## config.mk

```make
export PLATFORM = sky130hd
export DESIGN_NAME = reparam_sampler
export DESIGN_NICKNAME = d
export VERILOG_FILES = /design/src/rtl/reparam_sampler_pkg.sv /design/src/rtl/reparam_sampler_lfsr_gauss.sv /design/src/rtl/reparam_sampler.sv
export SDC_FILE = /design/constraint.sdc
export NUM_CORES = 1
export LEC_CHECK = 0
export ABC_AREA = 1
export CAP_MARGIN = 40
export CORE_ASPECT_RATIO = 1.75
export CORE_MARGIN = 5
export CORE_UTILIZATION = 45
export DETAILED_ROUTE_END_ITERATION = 12
export GPL_ROUTABILITY_DRIVEN = 0
export HOLD_SLACK_MARGIN = 0.1
export PLACE_DENSITY = 0.7
export SETUP_SLACK_MARGIN = 0.3
export SKIP_LAST_GASP = 1
export SLEW_MARGIN = 20
export SYNTH_ARGS = -nofsm -noshare
export SYNTH_HDL_FRONTEND = slang
export SYNTH_SLANG_ARGS = --single-unit
```

## constraint.sdc

```tcl
create_clock -name clk -period 7 [get_ports clk]
set_input_delay 1.05 -clock clk [delete_from_list [all_inputs] [get_ports clk]]
set_output_delay 1.05 -clock clk [all_outputs]
set_load 0.01 [all_outputs]
```

## src/rtl/reparam_sampler_pkg.sv

```systemverilog
// Shared constants and helpers for the reparameterisation sampler.
// Values are signed Q8.8; eps is an approximate N(0,1) built from LFSR nibbles.
package reparam_sampler_pkg;

    localparam int FRAC_BITS = 8;
    localparam logic [15:0] LFSR_TAPS = 16'hB400;
    localparam int EPS_MEAN = 30;
    localparam int EPS_SCALE = 28;
    localparam logic signed [15:0] SAT_MAX = 16'sh7FFF;
    localparam logic signed [15:0] SAT_MIN = 16'sh8000;

    // Sum of four uniform nibbles is roughly Gaussian; centre and scale it to Q8.8.
    function automatic logic signed [15:0] nibble_eps(input logic [15:0] state);
        int sum;
        int scaled;
        sum = int'(state[3:0]) + int'(state[7:4]) + int'(state[11:8]) + int'(state[15:12]);
        scaled = (sum - EPS_MEAN) * EPS_SCALE;
        return 16'(scaled);
    endfunction

    function automatic logic signed [15:0] sat16(input logic signed [31:0] value);
        if (value > 32'(SAT_MAX)) begin
            return SAT_MAX;
        end else if (value < 32'(SAT_MIN)) begin
            return SAT_MIN;
        end else begin
            return value[15:0];
        end
    endfunction

endpackage

```

## src/rtl/reparam_sampler_lfsr_gauss.sv

```systemverilog
// Galois LFSR noise source; eps reflects the current state, the step applies afterwards.
module lfsr_gauss
    import reparam_sampler_pkg::*;
#(
    parameter logic [15:0] SEED = 16'hACE1
) (
    input  logic               clk,
    input  logic               rst,
    input  logic               i_step,
    output logic signed [15:0] o_eps
);

    // An all-zero state would lock the LFSR, so it is replaced by 1.
    localparam logic [15:0] INIT_STATE = (SEED == 16'h0000) ? 16'h0001 : SEED;

    logic [15:0] r_state;
    logic [15:0] w_next;

    always_comb begin
        w_next = {1'b0, r_state[15:1]};
        if (r_state[0]) begin
            w_next = w_next ^ LFSR_TAPS;
        end
    end

    always_ff @(posedge clk or posedge rst) begin
        if (rst) begin
            r_state <= INIT_STATE;
        end else if (i_step) begin
            r_state <= w_next;
        end
    end

    assign o_eps = nibble_eps(r_state);

endmodule

```

## src/rtl/reparam_sampler.sv

```systemverilog
// Three-stage z = mu + sigma*eps sampler (capture, multiply, add+saturate)
// with a single global advance enable driven by downstream backpressure.
module reparam_sampler
    import reparam_sampler_pkg::*;
#(
    parameter logic [15:0] SEED = 16'hACE1,
    parameter int          W    = 16
) (
    input  logic         clk,
    input  logic         rst,
    input  logic         in_valid,
    output logic         in_ready,
    input  logic [W-1:0] mu,
    input  logic [W-1:0] sigma,
    input  logic         det,
    output logic         out_valid,
    input  logic         out_ready,
    output logic [W-1:0] z,
    output logic [W-1:0] eps_out
);

    logic               w_en;
    logic               w_accept;
    logic               w_step;
    logic signed [15:0] w_lfsr_eps;
    logic signed [15:0] w_eps;

    logic               r_v1;
    logic signed [15:0] r_mu1;
    logic signed [15:0] r_sig1;
    logic signed [15:0] r_eps1;

    logic               r_v2;
    logic signed [15:0] r_mu2;
    logic signed [15:0] r_eps2;
    logic signed [31:0] r_p2;

    logic               r_v3;
    logic signed [15:0] r_z3;
    logic signed [15:0] r_eps3;

    logic signed [31:0] w_prod;
    logic signed [31:0] w_mu_ext;
    logic signed [31:0] w_q;
    logic signed [31:0] w_sum;

    // The whole pipe moves together; a stalled output freezes every stage.
    assign w_en     = !r_v3 || out_ready;
    assign in_ready = w_en;
    assign w_accept = in_valid && w_en;
    assign w_step   = w_accept && !det;

    lfsr_gauss #(
        .SEED (SEED)
    ) u_lfsr (
        .clk    (clk),
        .rst    (rst),
        .i_step (w_step),
        .o_eps  (w_lfsr_eps)
    );

    assign w_eps    = det ? 16'sh0000 : w_lfsr_eps;
    assign w_prod   = r_sig1 * r_eps1;
    assign w_mu_ext = {{16{r_mu2[15]}}, r_mu2};
    assign w_q      = r_p2 >>> FRAC_BITS;
    assign w_sum    = w_mu_ext + w_q;

    always_ff @(posedge clk or posedge rst) begin
        if (rst) begin
            r_v1   <= 1'b0;
            r_mu1  <= '0;
            r_sig1 <= '0;
            r_eps1 <= '0;
            r_v2   <= 1'b0;
            r_mu2  <= '0;
            r_eps2 <= '0;
            r_p2   <= '0;
            r_v3   <= 1'b0;
            r_z3   <= '0;
            r_eps3 <= '0;
        end else if (w_en) begin
            r_v1   <= in_valid;
            r_mu1  <= mu;
            r_sig1 <= sigma;
            r_eps1 <= w_eps;
            r_v2   <= r_v1;
            r_mu2  <= r_mu1;
            r_eps2 <= r_eps1;
            r_p2   <= w_prod;
            r_v3   <= r_v2;
            r_z3   <= sat16(w_sum);
            r_eps3 <= r_eps2;
        end
    end

    assign out_valid = r_v3;
    assign z         = r_z3;
    assign eps_out   = r_eps3;

endmodule
```

# Yosys cells after proc, flatten, opt, wreduce, memory -nomap -nowiden

Index checks and enable logic that the tools add are counted.
W data, S select, Z words.

Add/sub/neg operators: 5
$mul: 2
Div/mod/pow operators: 0
Order comparisons: 2
Eq/ne operators: 0
Shift operators: 0
Mux-type cells: 4
Bitwise logic cells: 1
Reductions and logical operators: 5

Operator list:

| operator                | count |
|---|---|
| $add A32 B5 Y32         | 2 |
| $mux W16                | 4 |
| $mul A16 B16 Y32        | 1 |
| $mul A32 B4 Y14 const B | 1 |
| $sub A32 B6 Y32 const B | 1 |
| $add A16 B24 Y25        | 1 |
| $gt A25 B16 Y1 const B  | 1 |
| $lt A25 B16 Y1 const B  | 1 |
| $add A4 B4 Y5           | 1 |
| $not A3 Y4              | 1 |
| $logic_and A1 B1 Y1     | 2 |
| $logic_not A1 Y1        | 2 |
| $logic_or A1 B1 Y1      | 1 |

Register bits after elaboration: 163
Bits in latches: 0
RAM bits: 0
Bits in read-only memories: 0
Bits of input ports: 37
Output and inout bits: 34
Logic and storage cells: 31
Memories: 0

# Logic depth before layout (Yosys ltp)

Depth after elaboration: 6
Depth in mapped cells: 27

# Modules after synthesis

Synthesis repeated with hierarchy kept, for this count alone.

Cells, all modules: 2566
Area total of the unflattened synthesis: 19661.4 um^2

Modules (own cells, without submodules):

| module          | times used | cells an instance | area an instance (um^2) | seq. area each (um^2) |
|---|---|---|---|---|
| reparam_sampler | 1          | 2271              | 17439.2                 | 3478.3 |
| lfsr_gauss      | 1          | 295               | 2222.1                  | 410.4 |

# Worst setup path after synthesis

Ideal clock, no wire load.

Path kind: register -> register
From: register r_eps1[5]
To: register r_p2[31]
Library setup time: 118 ps
Arrival time: 5733 ps
Setup slack: 1149 ps
Cell stages (with the launch flop): 24
Path buffers: 2
Cell sequence: dfrtp_1 > clkbuf_1 > clkbuf_1 > nand2_1 > fa_1 > inv_1 > fa_1 > fa_1 > fa_1 > fa_1 > inv_1 > fa_1 > inv_1 > ha_1 > nand2_1 > nor3_1 > nand3_1 > nand3_1 > nand2_1 > o211ai_1 > nand2_1 > a21o_1 > nand3_1 > nand2_1

Word-level cells in the longest chain between the ends: 1

Ends and longest elaborated chain:

| element                | RTL line              | source |
|---|---|---|
| start, declared        | reparam_sampler.sv:31 | `logic signed [15:0] r_eps1;` |
| start signal, assigned | reparam_sampler.sv:85 | `r_eps1 <= w_eps;` |
| $mul A16 B16 Y32       | reparam_sampler.sv:63 | `assign w_prod = r_sig1 * r_eps1;` |
| end signal, assigned   | reparam_sampler.sv:89 | `r_p2 <= w_prod;` |
| end, declared          | reparam_sampler.sv:36 | `logic signed [31:0] r_p2;` |

No other way between the ends.
A chain may end at the register's enable or synchronous reset.

# Final worst setup path

From: register r_eps1[11]
To: register r_p2[30]

Same word-level chain as after synthesis.

==> results.yml <==
die:
  num_rows: 97
  die_x_um: 161.9
  design.die.area_mm2: 0.04467
  die_h_um: 275.9
  core_area_mm2: 0.04005
  io_pins: 71
  start_util_pct: 45.38
place:
  dp_hpwl_um: 38220
  portBuffers: 68
  place_ws_ps: 344.0
synth:
  synth.top_cell.area_share_pct: 25.88
  ys_async_sr_fraction_pct: 100.0
  yosys-top-cells-area: "fa_1 (26%), dfrtp_1 (19%), nand2_1 (15%)"
  synth_cell_type_count: 49
  synthCells: 2402
  yosysWarningCount: 0
  synth_commonest_cells: "nand2_1 (718), inv_1 (605), fa_1 (235)"
  synth_edf_count: 0
  synth_most_common_cell: "nand2_1"
  syn_area_mm2: 0.01818
  yosysSeqAreaShare_pct: 20.57
  ys_ff_latch: 149
  avgSynthCellArea_um2: 7.567
  synth_ff_type: "dfrtp_1"
  synth_top_area_cell: "fa_1"
detailed_routing:
  via_per_inst: 5.100
  dr.pass1.iters: 12
  first_iter_violations: 881
  ant_nets: 0
  wirelength_um: 46590
  drc: 0
  wl_per_cell_um: 15.87
  vias: 14970
hold_path:
  hold-path-cell-count: 2
  hold_path_end: "eps_out[9]"
  hold_start: "r_eps2[9]"
  hold_class: "register to register"
critical_path:
  r2r_slack_ps: 500
  worst_r2r_endpoint: "r_p2[30]"
  worstPathArrival_ps: 6820
  rr_startpoint: "r_eps1[11]"
  crit_path_start_kind: "register"
  worstPathRequired_ps: 7320
  crit_type: "register to register"
  endpoint_kind: "register"
  r2r_cells: 20
  critPathMaxFanout: 17
clocking:
  cts.sinks: 149
  cts_buffer_depth: 2
  root_buffer: "clkbuf_16"
  clk_pin_slew_ps: 70
  htreeDepth: 4
  hold_buffers: 0
  cts_tree: "done"
  insertion_delay_ps: 440
  numCtsBuffers: 17
sta:
  rsz0062_at_grt: "true"
  clock.fmax_mhz: 153.9
  tightest_slew_ps: 749.3
  hold_slack_ps: 471.8
  slew_headroom_pct: 50.04
  postLayoutSetupSlackWorst_ps: 503.7
  hold_viol: 0
  tns_ps: 0
  setup_viol: 0
  fin_crit_sh_pct: 92.80
  drv_slew: 0
  clock_skew_ps: 13.82
  period_minus_slack_ps: 6496
global_routing:
  grt_pass1_vias: 16010
  gr-total-overflow: 0
  grt_util_all_layers_pct: 21.57
  grt_max_degree: 76
  grt_pass1_wl_um: 76810
  antenna_found_initial: 0
flow_run:
  drv_cap: 0
layout:
  diodes: 0
  area_growth_pct: 9.734
  drive_gt1_share_pct: 4.426
  nFillCells: 3797
  num-nets-final: 2848
run_status:
  status: "finished, final reports clean"
## kinds of logic after synthesis
logic type | after synthesis | synth area share, %
DFF | 149 | 20.57
AOI/OAI and AO/OA | 213 | 6.395
xor gates and xnor gates | 36 | 1.776
and+or+nand+nor | 933 | 20.74
adders and majority gates | 384 | 36.14
other | 1 | 0.02063
buffers and inverters | 686 | 14.36
## state kept, by name, indices dropped and copies added (netlist names), 16 cells and up
register	cells
z	16
r_p2	24
r_mu1	16
r_sig1	16
r_mu2	16
u_lfsr.r_state	16
## stage by stage
step                util, %  instance area (um2)  cells
floorplan                 -                18180   2403
global placement      48.04                19240   2899
detailed placement    48.11                19270   2900
CTS                   49.71                19910   2932
global route          49.80                19950   2935
finish                49.80                19950   2935
## cells in the final DEF (no fill, tap or decap), types with 4 or more instances in the layout
cell type	n
nand2_1	718
inv_1	602
fa_1	235
ha_1	149
dfrtp_1	138
o21ai_0	98
nor2_1	89
a21oi_1	71
clkdlybuf4s50_1	68
nand3_1	52
xor2_1	18
xnor2_1	17
clkbuf_16	17
nand2_2	15
nand4_1	12
buf_4	12
a31oi_1	10
or2_2	10
nor3_1	9
nor2_2	8
dfstp_2	8
o22ai_1	7
a21o_1	6
inv_2	5
o31ai_1	5
and2_1	4
o21bai_1	4
bufinv_16	4
## per-layer routing
metal  global-route usage (%)  vias to the layer above  routed length, um
met5                        0                        -                  0
met4                    13.81                        0               3192
met3                    2.391                      178               1635
met2                    41.37                      471              25270
met1                    21.86                     7202              16490
li1                         -                     7118                  -
## how the worst max path moves through the flow
stage,start,endpoint,slack [ps],cells after the start
after detailed placement,r_eps1[12],r_p2[30],340,20
after CTS,r_eps1[12],r_p2[30],310,20
final,r_eps1[11],r_p2[30],500,20
after global placement,r_eps1[12],r_p2[30],410,20
after floorplan,r_eps1[5],r_p2[31],1150,23
after global routing,r_eps1[11],r_p2[30],230,20
## layout make-up
class                      instances  area (um2)  area share [%]
timing repair buffer              81       798.3           4.002
clock buffer                      20       446.7           2.240
sequential                       149        3742           18.76
tap                              495       619.3           3.105
multi-input combinational       1568       11850           59.39
inverter                         610        2301           11.54
clock inverter                    12       192.7          0.9661
## worst max-delay path, stage by stage, from the launching register on
cell and delay (ps):
dfrtp_1 800, nand2_1 220, fa_1 650, inv_1 150
fa_1 570, inv_1 60, fa_1 540, inv_1 60
fa_1 520, inv_1 60, fa_1 510, fa_1 570
inv_1 50, ha_1 370, nand2_1 170, nor4_2 460
nand4_1 280, nand2_1 150, nand2_1 60, nand3_1 60
nand2_1 60
## what timing repair did
action / 4_1_cts / 5_1_grt
resized for setup: 0 / 5
endpoints found under the setup margin: 0 / 5
buffers inserted: 0 / 3
Power is not shown: default switching activity piles up to over one toggle a cycle in this logic, so the estimate is an artifact.
